==> src/rtl/prio_enc_pkg.sv <==
// Shared constants and helpers for the 8-to-3 priority encoder family.
// The request-vector width, the code width, and the index/one-hot helper functions live here.
package prio_enc_pkg;

    localparam int N_REQ  = 8;
    localparam int CODE_W = 3;

    typedef struct packed {
        logic              found;
        logic [CODE_W-1:0] idx;
    } prio_res_t;

    function automatic logic [N_REQ-1:0] onehot3(input logic [CODE_W-1:0] code);
        logic [N_REQ-1:0] v;
        v       = {N_REQ{1'b0}};
        v[code] = 1'b1;
        return v;
    endfunction

    // Later loop iterations overwrite earlier ones, so the last matching bit scanned wins.
    function automatic prio_res_t prio_idx(input logic [N_REQ-1:0] vec, input logic high_first);
        prio_res_t r;
        r.found = |vec;
        r.idx   = {CODE_W{1'b0}};
        for (int i = 0; i < N_REQ; i++) begin
            if (high_first) begin
                if (vec[i]) r.idx = CODE_W'(i);
            end else begin
                if (vec[N_REQ-1-i]) r.idx = CODE_W'(N_REQ-1-i);
            end
        end
        return r;
    endfunction

endpackage

==> src/rtl/prio_enc8.sv <==
// Combinational 8-bit priority encoder.
// Produces the index of the highest-priority set bit and a flag that says whether any bit is set.
module prio_enc8
    import prio_enc_pkg::*;
#(
    parameter bit HIGH_FIRST = 1'b1
) (
    input  logic [N_REQ-1:0]  vec_i,
    output logic [CODE_W-1:0] idx_o,
    output logic              valid_o
);

    prio_res_t res_s;

    // Select the winning bit of the input vector.
    always_comb begin
        res_s = prio_idx(vec_i, HIGH_FIRST);
    end

    assign idx_o   = res_s.idx;
    assign valid_o = res_s.found;

endmodule

==> src/rtl/prio_enc8x3_irq.sv <==
// Registered 8-to-3 priority encoder with sticky request capture and a valid/ready output.
// Accepting a code clears the matching pending bit.
module prio_enc8x3_irq
    import prio_enc_pkg::*;
#(
    parameter bit EDGE_MODE  = 1'b0,
    parameter bit HIGH_FIRST = 1'b1
) (
    input  logic              clk,
    input  logic              rst_n,
    input  logic [N_REQ-1:0]  req_in,
    input  logic [N_REQ-1:0]  mask,
    output logic [CODE_W-1:0] code,
    output logic              out_valid,
    input  logic              out_ready,
    output logic [N_REQ-1:0]  pending,
    output logic              any_pending
);

    logic [N_REQ-1:0]  pending_q, pending_d;
    logic [N_REQ-1:0]  req_prev_q;
    logic [CODE_W-1:0] code_q, code_d;
    logic              out_valid_q, out_valid_d;

    logic [N_REQ-1:0]  set_s, clr_s, cand_s;
    logic              ack_s;
    logic [CODE_W-1:0] win_idx_s;
    logic              win_valid_s;

    prio_enc8 #(.HIGH_FIRST(HIGH_FIRST)) u_win (
        .vec_i   (cand_s),
        .idx_o   (win_idx_s),
        .valid_o (win_valid_s)
    );

    // Compute the request capture, the acknowledge clear, the pending update and the next output.
    always_comb begin
        set_s       = req_in;
        clr_s       = {N_REQ{1'b0}};
        code_d      = code_q;
        out_valid_d = out_valid_q;

        if (EDGE_MODE) begin
            set_s = req_in & ~req_prev_q;
        end else begin
            set_s = req_in;
        end

        ack_s = out_valid_q & out_ready;
        if (ack_s) begin
            clr_s = onehot3(code_q);
        end else begin
            clr_s = {N_REQ{1'b0}};
        end

        // The set term is ORed in last, so a bit that is set and cleared in the same cycle stays pending.
        pending_d = (pending_q & ~clr_s) | set_s;
        cand_s    = pending_d & ~mask;

        // A stalled grant stays frozen; it is never preempted or retracted.
        if (!out_valid_q || ack_s) begin
            out_valid_d = win_valid_s;
            if (win_valid_s) begin
                code_d = win_idx_s;
            end else begin
                code_d = code_q;
            end
        end else begin
            out_valid_d = out_valid_q;
            code_d      = code_q;
        end
    end

    // Register the pending bits, the edge-detect history and the output code.
    always_ff @(posedge clk or negedge rst_n) begin
        if (!rst_n) begin
            pending_q   <= {N_REQ{1'b0}};
            req_prev_q  <= {N_REQ{1'b0}};
            code_q      <= {CODE_W{1'b0}};
            out_valid_q <= 1'b0;
        end else begin
            pending_q   <= pending_d;
            req_prev_q  <= req_in;
            code_q      <= code_d;
            out_valid_q <= out_valid_d;
        end
    end

    assign code        = code_q;
    assign out_valid   = out_valid_q;
    assign pending     = pending_q;
    assign any_pending = |(pending_q & ~mask);

endmodule
==> config.mk <==
export PLATFORM = sky130hd
export DESIGN_NAME = prio_enc8x3_irq
export DESIGN_NICKNAME = d
export VERILOG_FILES = /design/src/rtl/prio_enc_pkg.sv /design/src/rtl/prio_enc8.sv /design/src/rtl/prio_enc8x3_irq.sv
export SDC_FILE = /design/constraint.sdc
export NUM_CORES = 1
export LEC_CHECK = 0
export ABC_CLOCK_PERIOD_IN_PS = 2600
export BUFFER_PORTS_ARGS = -buffer_cell sky130_fd_sc_hd__buf_2
export CAP_MARGIN = 20
export CORE_MARGIN = 2
export CORE_UTILIZATION = 48
export DETAILED_ROUTE_END_ITERATION = 8
export HOLD_SLACK_MARGIN = 0.03
export PLACE_DENSITY = 0.77
export SYNTH_ARGS = -nofsm -noshare
export SYNTH_HDL_FRONTEND = slang
export SYNTH_SLANG_ARGS = --single-unit
export TNS_END_PERCENT = 30
==> constraint.sdc <==
create_clock -name clk -period 2.6 [get_ports clk]
set_input_delay 0.39 -clock clk [delete_from_list [all_inputs] [get_ports clk]]
set_output_delay 0.39 -clock clk [all_outputs]
set_load 0.02 [all_outputs]
* After elaboration in Yosys (flattened, before gate mapping) *
Index checks and enable logic that the tools add are counted.

word-level totals
  word-level logic and storage cells = 28
  input bits = 19
  register bits after elaboration = 12

cells by class
  magnitude comparators = 2
  multiplexer cells = 10
  reduce and logical (&&, ||, !) cells = 6
  bitwise logic cells = 7

operators with widths
  kind                                                        number
  AND 8 bit                                                   3
  inverter 8 bit                                              2
  OR reduction 8 bit                                          2
  two-way mux 3 bit                                           4
  two-way mux 8 bit                                           1
  bitwise OR 8 bit                                            1
  less-than comparator 3 x 4 -> 1 bit, second input constant  1
  two-way mux 2 bit                                           2
  demux 1 bit (select 3 bit)                                  1
  >= comparator 3 x 1 -> 1 bit, second input constant         1
  two-way mux 1 bit                                           2
  AND reduction 2 bit                                         1
  AND 1 bit                                                   1
  logical AND 1 bit                                           1
  zero test 1 bit                                             1
  logical OR 1 bit                                            1

* Depth between registers and ports, before layout *
Gate-level depths: netlist (run 1).

  depth after elaboration = 16
  depth in mapped cells = 6
  depth with buffers taken out = 5

* Modules after synthesis *
From an unflattened synthesis (run 1), not the netlist that was laid out.

second synthesis, totals
  cell total of the unflattened synthesis = 80
  area, all modules = 650.6 µm²

by module, submodules not included
  module           sequential area each (µm²)  area an instance (µm²)  cells an instance  times used
  prio_enc8x3_irq  300.3                       584.3                   68                 1
  prio_enc8        0.0                         66.3                    12                 1

* Worst setup path before layout (run 1) *
OpenSTA, ideal clock, no wires.

  path kind = register -> register
  from = reg code_q[1], in the netlist code[1]
  to = reg code_q[0], in the netlist code[0]
  setup slack = 0.693 ns
  arrival = 1.782 ns
  stages on the path, launching flop included = 7
  data required time = 2.475 ns
  path through = dfrtp_1 -> buf_2 -> nor3b_2 -> a211o_1 -> a21o_1 -> a221o_1 -> mux2_4

between the ends
  longest elaborated chain between the ends = 16
  elaborated cells between the ends (all ways) = 19
  classes of those cells = order compare (2); mux (10); bitwise (4); reduce/logical (3)

RTL lines
  element                                                                                                           RTL line               text
  start, declared                                                                                                   prio_enc8x3_irq.sv:22  logic [CODE_W-1:0] code_q, code_d;
  start signal, assigned                                                                                            prio_enc8x3_irq.sv:79  code_q <= {CODE_W{1'b0}};
  start signal, assigned                                                                                            prio_enc8x3_irq.sv:84  code_q <= code_d;
  less-than comparator 3 x 4 -> 1 bit (implied by the code) / >= comparator 3 x 1 -> 1 bit (equally long branches)  prio_enc_pkg.sv:16     v[code] = 1'b1;
  logical AND 1 bit (implied by the code)                                                                           prio_enc_pkg.sv:16
  two-way mux 1 bit (implied by the code)                                                                           prio_enc_pkg.sv:16
  demux 1 bit (select 3 bit) (*)                                                                                    prio_enc_pkg.sv:16
  two-way mux 8 bit (*)                                                                                             prio_enc8x3_irq.sv:50  if (ack_s) begin
  inverter 8 bit (*)                                                                                                prio_enc8x3_irq.sv:57  pending_d = (pending_q & ~clr_s) | set_s;
  AND 8 bit (*)                                                                                                     prio_enc8x3_irq.sv:57
  bitwise OR 8 bit (*)                                                                                              prio_enc8x3_irq.sv:57
  AND 8 bit (*)                                                                                                     prio_enc8x3_irq.sv:58  cand_s = pending_d & ~mask;
  two-way mux 1 bit                                                                                                 prio_enc_pkg.sv:27     if (vec[i]) r.idx = CODE_W'(i);
  two-way mux 2 bit (2 in series)                                                                                   prio_enc_pkg.sv:27
  two-way mux 3 bit (4 in series)                                                                                   prio_enc_pkg.sv:27

Every way passes the cells marked *; elsewhere a longest branch is shown, timed or not.
A chain may end at the register's enable or synchronous reset.

* Final worst setup path (run 1) *
  from = reg code_q[0], in the netlist code[0]
  to = reg code_q[0], in the netlist code[0]

Same word-level chain as after synthesis.

==> results by group, run 1 <==
Run status
  – Status: finished, final reports clean

GRT
  – First-pass GRT wire length: 3236 um
  – Via count of the first global-routing pass: approximately 780
  – Global route overflow: 0
  – Antenna violations before repair: 0
  – Largest net degree at the start of global routing: 15
  – Gr usage total: 22.29%

Layout
  – Commonest non-fill, non-tap cells in the layout: 31 x buf_2, 12 x dfrtp_1, 10 x nor2_1, 10 x inv_1, 6 x a21o_1
  – Commonest non-fill, non-tap cell in the layout: buf_2
  – Area growth, synth to finish: 24.05%
  – ANT cells: 0
  – Final #Nets: 141
  – Layout cell share with drive strength beyond 1: 39.67%

Synthesis
  – Top-area cell type share of the netlist area: 34.99%
  – Avg Synthesized Cell Area: 9.644 um2
  – Distinct cells, synth: 34
  – Number of synthesized register bits: 12
  – Synth Cell Area: ~860 um2
  – Seq/Total Area, Yosys: about a third
  – Fraction of registers with async set/reset: 100.0%
  – Cell count after synthesis: 89
  – Ys flop type: dfrtp_1
  – Number of synthesized flops with an enable pin: 0
  – Area leader, netlist: dfrtp_1
  – Syn. warnings: 0
  – Post-Syn Nets: 108
  – Largest cells by area after synthesis: dfrtp_1 35%, a21o_1 5.2%, inv_1 4.4%

Clocking
  – Clk_lat worst skew: approximately 0.28 ns
  – Cts bufs inserted: 3
  – H-tree Lvls: 1
  – Sink Count: 12
  – Post-CTS Resized: 0
  – TritonCTS clock tree: done
  – Clock tree buffer depth: 2
  – Clk pin slew, worst setup/hold paths: 0.08 ns
  – CTS Root Cell: clkbuf_4

STA
  – Clk_skew: between 0.003 and 0.004 ns
  – Fmax: 0.4710 GHz
  – Max-slew headroom: 69.88%
  – Tcrit/Tclk final: 81.66%
  – Setup violators final: 0
  – Unrepaired setup endpoints after global routing: no
  – Worst Tran Pin Value: 0.4518 ns
  – Worst setup margin: 0.4769 ns
  – TNS Setup: 0 ns
  – Final hold vios: 0
  – Pins Over Slew Limit: 0
  – Minimum clock period: 2.123 ns

Placement
  – Port bufs: 31
  – Place WS: 0.5043 ns
  – Gp weighted congestion: between 0.7 and 0.8
  – Detailed placement HPWL: 1562 um

Run
  – Number of max-cap violations: 0

Floorplan
  – Die ar.: 2142 um2
  – Initial Util: between 50% and 60%
  – Chip width: roughly 46 um
  – I/O Pins: 32
  – Core box area: 1708 um2
  – Number of cell rows: 15
  – Die Y: 46.29 um

Pwr
  – VDD IR max: 0.4005 mV
  – Pwr per Cell Area: 510.6 nW/um2
  – Leakage power: 0.4901 nW

Drt
  – Post-DR wirelength/cell: 13.75 um
  – Drt initial violations: 15
  – Routed wire length: 2007 um
  – Routed Antenna Nets: 0
  – Drt via density: 5.452
  – DR pass1 iterations: 4
  – Total number of vias: 796
  – Residual DRC: 0

Critical path
  – CP max FO: 14
  – CP Capture Type: flip-flop
  – Crit start category: flip-flop
  – WP data arrival: 2.30 ns
  – Crit Path Class: flip-flop to flip-flop
  – WP data required: 2.78 ns

Min path
  – HP Class: input port to flip-flop
kinds of logic after synthesis:
group	after synthesis	share of synthesized area (%)
AOI/OAI and AO/OA	27	27.55
buffers and inverters	14	7.434
DFF	12	34.99
muxes	2	3.499
and+or+nand+nor	34	26.53
registers in the layout (all words and copies together), names as in the netlist:
register / flops
pending: 8
code: 3
out_valid: 1
synth_stat cells, drive strengths merged (3+ instances only):
cell / count
a211oi: 5
a21o: 6
and3b: 3
buf: 4
dfrtp: 12
inv: 10
nand2b: 3
nand3: 3
nand3b: 3
nor2: 10
o22ai: 5
worst max-delay path, stage by stage, from the launching register on:
cell and delay, ns:
dfrtp_1 0.63, nand2b_1 0.17, o31a_1 0.34, nor4_4 0.40, a31oi_4 0.16, mux2_4 0.32
per-stage QoR:
stage                     total power [mW]  hold WS [ns]  cells  instance area [um2]  util, %
after floorplan                     0.3408       0.09441     89                858.3        -
after CTS                           0.5520        0.2992    146                 1065    62.34
after global placement              0.3862        0.2902    141                 1018    59.63
after global routing                0.5806        0.2950    146                 1065    62.34
after detailed placement            0.3910        0.2948    141                 1018    59.63
final                               0.5437        0.3066    146                 1065    62.34
metal layers:
metal / wire, um / vias to the layer above / share of wire, % / GRT usage (%)
met1: 848 / 374 / 42 / 23.24
met4: 62 / 0 / 3.1 / 11.43
li1: - / 385 / - / -
met5: 0 / - / 0 / 0
met3: 91 / 9 / 4.5 / 7.059
met2: 1004 / 28 / 50 / 39.44
area by class of cell:
type / instances / area, um2
Fill cell: 152 / 643.1
Timing Repair Buffer: 32 / 165.2
Tap cell: 25 / 31.28
Inverter: 10 / 37.54
Sequential cell: 12 / 300.3
Multi-Input combinational cell: 63 / 494.2
Clock buffer: 4 / 36.28
path summary, 6_finish.rpt:
path,from,endpoint,slack [ns],cells after the start
min in group asynchronous,rst_n,out_valid,0.52,2
hold reg to reg,pending[6],pending[6],0.53,1
max in group asynchronous,rst_n,pending[0],1.85,2
setup / recovery,code[0],code[0],0.48,5
hold / removal,req_in[7],pending[7],0.31,2
setup reg to reg,code[0],code[0],0.48,5
timing repair:
| item | 4_1_cts | 5_1_grt |
|---|---|---|
| hold buffers | 1 | 0 |
| setup buffers | 0 | 0 |
| endpoints found under the hold margin | 12 | 0 |
where the power goes:
part | switching, mW | internal [mW]
clock | 0.0703 | 0.0853
combinational | 0.0851 | 0.0722
sequential | 0.0296 | 0.201
Power figures use the tool's default switching activity.
==> run 2, diff against run 1 <==
ABC_AREA = 1   (was not set)
ABC_CLOCK_PERIOD_IN_PS = 1900   (was 2600)
CORE_UTILIZATION = 41   (was 48)
PLACE_DENSITY = 0.73   (was 0.77)
clock period = 1.9 ns   (was 2.6 ns; I/O delays follow)
==> run 2 against run 1 <==
  * Cell count grew 5.5%
  * Die area shrank 1.4%
  * Setup slack lost 0.24 ns
  * Flip-flop and latch count is the same
  * Sequential share of layout area grew 4.1 points
  * Total power grew 16%
==> results by group, run 2 <==
Clocking
  – CTS Root Cell: clkbuf_4
  – Post-CTS Setup Repair Bufs: 0
  – TritonCTS clock tree: done
  – Clk_lat worst skew: 0.27 ns
  – Sink Count: 12
  – Post-CTS Resized: 0
  – Clock tree buffer depth: 2
  – Cts bufs inserted: 3
  – CTS Hold Bufs: 1
  – Clk pin slew, worst setup/hold paths: 0.07 ns
  – H-tree Lvls: 1

Drt
  – Routed Antenna Nets: 0
  – Total number of vias: 731
  – Routed wire length: 1605 um
  – Drt via density: ~4.7
  – Residual DRC: 0
  – DR pass1 iterations: 4
  – Drt initial violations: 10
  – Post-DR wirelength/cell: 10.42 um

Critical path
  – R2R Path End: code[0]
  – WP data required: 1.62 ns
  – CP max FO: 3
  – Slowest-stage cell, CP: dfrtp_1
  – Critical R2R Launch: code[0]
  – WP data arrival: 1.37 ns
  – CP Capture Type: output port
  – Largest stage delay on the critical path: 0.40 ns
  – Crit start category: flip-flop
  – Reg2Reg Setup Slack: around 0.35 ns
  – Crit Path Class: flip-flop to output port
  – CP Cell Sequence: a22o_1, a221oi_1, nand2_1, buf_2
  – R2r worst-path depth: 9

STA
  – Unrepaired setup endpoints after global routing: no
  – Max-slew headroom: 78.56%
  – Pins Over Slew Limit: 0
  – Fmax: 0.6030 GHz
  – Tcrit/Tclk final: 87.28%
  – Final hold vios: 0
  – Setup violators final: 0
  – TNS Setup: 0 ns
  – Clk_skew: about 0.0022 ns
  – Worst Tran Pin Value: 0.3215 ns
  – Minimum clock period: 1.658 ns

Pwr
  – Switching pwr: between 0.2 and 0.25 mW
  – Pwr per Cell Area: about 680 nW/um2
  – Sequential Power Share: between 40% and 50%
  – Leakage power: about 0.55 nW
  – Sw Share: 34.15%
  – Clock power share: between 20% and 30%
  – VDD IR max: 0.3354 mV
  – Logic pwr share: 28.7%
  – Internal cell power: 0.4161 mW

Placement
  – Dpl cells: 150
  – Gp weighted congestion: approximately 0.8
  – Detailed placement HPWL: 1319 um
  – Port bufs: 31

GRT
  – Antenna violations before repair: 0
  – Largest net degree at the start of global routing: 13
  – Global route overflow: 0
  – First-pass GRT wire length: 2380 um
  – Gr usage total: 16.45%
  – Via count of the first global-routing pass: 591

Layout
  – Layout cell share with drive strength beyond 1: 37.23%
  – Finished Layout Cells: between 150 and 200
  – Area growth, synth to finish: 28.94%
  – Max reg flops: 8
  – Commonest non-fill, non-tap cell in the layout: nand2_1
  – Final #Nets: 158
  – ANT cells: 0
  – Commonest non-fill, non-tap cells in the layout: 35 x nand2_1, 31 x buf_2, 23 x inv_1

Floorplan
  – Number of cell rows: 15
  – Core box area: 1689 um2
  – I/O Pins: 32
  – Die ar.: between 2000 and 2500 um2
  – Initial Util: 42.74%
  – Chip width: 45.96 um
  – Die Y: about 46 um

Synthesis
  – Top-area cell type share of the netlist area: 41.59%
  – Post-Syn Nets: about 120
  – Post-synth top cells: 35 x nand2_1, 23 x inv_1, 12 x dfrtp_1, 8 x nand2_2, 5 x o21ai_1
  – Synth Cell Area: 721.9 um2
  – Largest cells by area after synthesis: dfrtp_1 42%, nand2_1 18%, inv_1 12%
  – Seq/Total Area, Yosys: roughly two fifths
  – Cell with the most instances after synthesis: nand2_1
  – Fraction of registers with async set/reset: 100.0%
  – Number of synthesized flops with an enable pin: 0
  – Ys flop type: dfrtp_1
  – Syn. warnings: 0
  – Area leader, netlist: dfrtp_1
  – Distinct cells, synth: 19
  – Cell count after synthesis: 102
  – Avg Synthesized Cell Area: 7.078 um2
  – Number of synthesized register bits: 12

Min path
  – Worst hold endpoint: pending[6]
  – Min-delay src: req_in[6]
  – HP Class: input port to flip-flop
  – Worst Hold Depth: 3

Run status
  – Status: finished, final reports clean

Run
  – Number of max-cap violations: 0
run 2: cell types whose count changed in the layout (fill, tap and decap cells not counted), moves of 3 or more:
cell | before | now
nand2_1 | 1 | 35
nand3b_1 | 3 | 0
o21ai_1 | 0 | 5
nor2_1 | 10 | 1
nor2_2 | 0 | 3
inv_1 | 10 | 23
nand2b_1 | 3 | 0
a21o_1 | 6 | 0
and3b_1 | 3 | 0
nand2_2 | 0 | 8
o22ai_1 | 5 | 0
run 2: layout make-up:
cell class / instances / area (um2)
multi-input cells: 64 / 324.1
repair buffers: 32 / 165.2
flip-flops and latches: 12 / 300.3
inverters: 26 / 97.59
clock buffers: 3 / 22.52
well taps: 17 / 21.27
fillers: 178 / 758.2
run 2: cell families (layout without fill, tap and decap cells):
logic type	Yosys count	count (layout)	share of synthesized area (%)
buf+inv	26	61	13.52
flops	12	12	41.59
compound gates	13	13	12.13
simple gates	51	51	32.76
run 2: routing by layer:
layer	vias to the layer above	global-route usage (%)	routed length, um
li1	377	-	-
met1	326	18.69	698
met2	24	28.33	789
met3	4	3.571	85
met4	0	8.571	33
met5	-	0	0
run 2: worst max path at each step:
stage / slack [ns] / to / cells past startpoint / startpoint
2_1_floorplan: 0.41 / code[0] / 9 / code[0]
5_1_grt: 0.18 / any_pending / 5 / pending[6]
3_3_place_gp: 0.38 / code[0] / 12 / out_ready
3_5_place_dp: 0.36 / code[0] / 10 / out_ready
6_report: 0.24 / any_pending / 4 / pending[1]
4_1_cts: 0.24 / any_pending / 4 / pending[1]
run 2: power groups by stage:
stage | logic, mW | registers (mW) | clock network [mW]
finish | 0.182 | 0.295 | 0.155
global route | 0.202 | 0.298 | 0.175
CTS | 0.184 | 0.295 | 0.161
detailed placement | 0.182 | 0.300 | 0
global placement | 0.179 | 0.299 | 0
floorplan | 0.0940 | 0.323 | 0
run 2: worst max-delay path: cells and delay by family, from the launching register on:
kind	cells	cell delay, ns
compound gates	2	0.47
flops	1	0.40
buf+inv	1	0.16
simple gates	1	0.07
run 2: through the flow:
step,worst slack (ns),power [mW],util [%],instance area (um2),hold slack [ns]
after floorplan,0.4079,0.4167,-,721.9,-0.01059
after global placement,0.3849,0.4781,53.19,898.4,0.1850
after detailed placement,0.3621,0.4816,53.19,898.4,0.1854
after CTS,0.2373,0.6393,55.11,930.9,0.2150
after global routing,0.1804,0.6749,55.11,930.9,0.2208
final,0.2417,0.6319,55.11,930.9,0.2142
==> run 3, diff against run 2 <==
ABC_AREA = not set   (was 1)
ABC_CLOCK_PERIOD_IN_PS = 2000   (was 1900)
CORE_UTILIZATION = 48   (was 41)
PLACE_DENSITY = 0.77   (was 0.73)
REMOVE_ABC_BUFFERS = 1   (was not set)
clock period = 2 ns   (was 1.9 ns; I/O delays follow)
==> run 3 against run 2 <==
  * First-iteration DRC count grew 50%
  * Register-to-register slack lost 0.22 ns
  * Design area grew 17%
  * Routed wire length grew 22%
  * Total power grew 13%
  * Cell count shrank 3.2%
  * Critical path type is now flip-flop to flip-flop
==> results by group, run 3 (synthesis gave the netlist of run 1 again) <==
GRT
  – Antenna violations before repair: 0
  – Largest net degree at the start of global routing: 14
  – Global route overflow: 0
  – Gr usage total: 21.18%
  – Via count of the first global-routing pass: 685
  – First-pass GRT wire length: about 3100 um

Pwr
  – Pwr per Cell Area: 656.2 nW/um2
  – Leakage power: 0.5036 nW
  – VDD IR max: 0.6436 mV
  – Design Power: 0.7143 mW

STA
  – Tcrit/Tclk final: 93.42%
  – Clk_skew: 0.001819 ns
  – Unrepaired setup endpoints after global routing: no
  – Worst Tran Pin Value: 0.3614 ns
  – Final hold vios: 0
  – Worst setup margin: ~0.13 ns
  – Minimum clock period: 1.868 ns
  – Pins Over Slew Limit: 0
  – TNS Setup: 0 ns
  – Worst hold slack: approximately 0.23 ns
  – Setup violators final: 0
  – Max-slew headroom: between 70 and 80%
  – Fmax: 0.5352 GHz

Drt
  – DR pass1 iterations: 4
  – Routed wire length: ~2000 um
  – Post-DR wirelength/cell: around 13 um
  – Drt initial violations: 15
  – Total number of vias: 790
  – Drt via density: 5.302
  – Residual DRC: 0
  – Routed Antenna Nets: 0

Run
  – Number of max-cap violations: 0

Layout
  – Layout cell share with drive strength beyond 1: 41.94%
  – Final #Nets: 144
  – Fin util: roughly 64%
  – Finished Layout Cells: 149
  – Filler Cells Inserted: 139
  – Max reg flops: 8
  – ANT cells: 0
  – Commonest non-fill, non-tap cell in the layout: buf_2
  – Area growth, synth to finish: 26.82%
  – Final instance area: 1089 um2
  – Commonest non-fill, non-tap cells in the layout: 31 x buf_2, 12 x dfrtp_1, 10 x nor2_1, 10 x inv_1, 6 x a21o_1

Clocking
  – TritonCTS clock tree: done
  – Clock tree buffer depth: 2
  – Clk pin slew, worst setup/hold paths: 0.07 ns
  – Post-CTS Setup Repair Bufs: 0
  – Clk_lat worst skew: 0.28 ns
  – Sink Count: 12
  – Cts bufs inserted: 3
  – H-tree Lvls: 1
  – CTS Root Cell: clkbuf_4

Critical path
  – Critical R2R Launch: code[0]
  – WP data arrival: 2.03 ns
  – WP data required: 2.17 ns
  – R2r worst-path depth: 6
  – Largest stage delay on the critical path: 0.40 ns
  – CP Cell Sequence: buf_4, and3b_1, a211oi_1, nor2b_1, a31oi_4, mux2_4
  – R2R Path End: code[1]
  – CP Capture Type: flip-flop
  – CP max FO: 6
  – Crit Path Class: flip-flop to flip-flop
  – Reg2Reg Setup Slack: 0.13 ns
  – Slowest-stage cell, CP: dfrtp_1
  – Crit start category: flip-flop

Placement
  – Gp weighted congestion: 0.8403
  – Place WS: 0.08874 ns
  – DP Area: 1041 um2
  – Port bufs: 31
  – Dpl cells: roughly 140
  – Detailed placement HPWL: 1584 um

Floorplan
  – Chip width: 46.29 um
  – I/O Pins: 32
  – Number of cell rows: 15
  – Core box area: roughly 1700 um2
  – Initial Util: between 50% and 60%
  – Die Y: ~46 um
  – Die ar.: ~2100 um2

Min path
  – Worst hold endpoint: pending[7]
  – HP Class: input port to flip-flop
  – Worst Hold Depth: 2
  – Min-delay src: req_in[7]

Run status
  – Status: finished, final reports clean
[run 3: cell types whose count changed in the layout (fill, tap and decap cells not counted), moves of 5 or more]
cell     before  now
o22ai_1       0    5
nand2_2       8    0
a21o_1        0    6
o21ai_1       5    0
inv_1        23   10
nor2_1        1   10
nand2_1      35    1
[run 3: layer usage]
layer	wire (um)	share of wire [%]	track usage, %	vias up
met5	0	0	0	-
met4	26	1.3	6.857	0
met3	105	5.3	7.059	5
met2	982	50	34.44	20
met1	849	43	26.21	375
li1	-	-	-	390
[run 3: how the worst max path moves through the flow]
stage / end / slack [ns] / from / depth (start not counted)
after global placement: code[0] / 0.14 / out_ready / 6
final: code[1] / 0.13 / code[0] / 6
after CTS: code[1] / 0.07 / code[2] / 5
after global routing: code[0] / 0.03 / code[2] / 5
after detailed placement: code[1] / 0.09 / out_ready / 6
after floorplan: code[0] / -0.03 / code[0] / 5
[run 3: critical path, delay by kind of cell, from the launching register on]
kind	cells	cell delay (ns)
compound gates	2	0.55
flops	1	0.40
simple gates	2	0.34
mux	1	0.32
buf+inv	1	0.16
[run 3: timing repair]
action | CTS | global route
setup endpoints to repair | 0 | 2
gates resized for setup | 0 | 1
hold buffers | 1 | 0
endpoints found under the hold margin | 12 | 0
[run 3: final cells by class]
cell class	instances	area (um2)	area share, %
multi-input cells	63	495.5	45.52
well taps	25	31.28	2.874
flip-flops and latches	12	300.3	27.59
repair buffers	35	187.7	17.24
inverters	10	37.54	3.448
clock buffers	4	36.28	3.333
[run 3: power breakdown]
group | internal, mW | total (mW) | switching (mW)
registers | 0.262 | 0.279 | 0.0168
clock network | 0.111 | 0.191 | 0.0804
logic | 0.108 | 0.244 | 0.136
total | 0.481 | 0.714 | 0.234
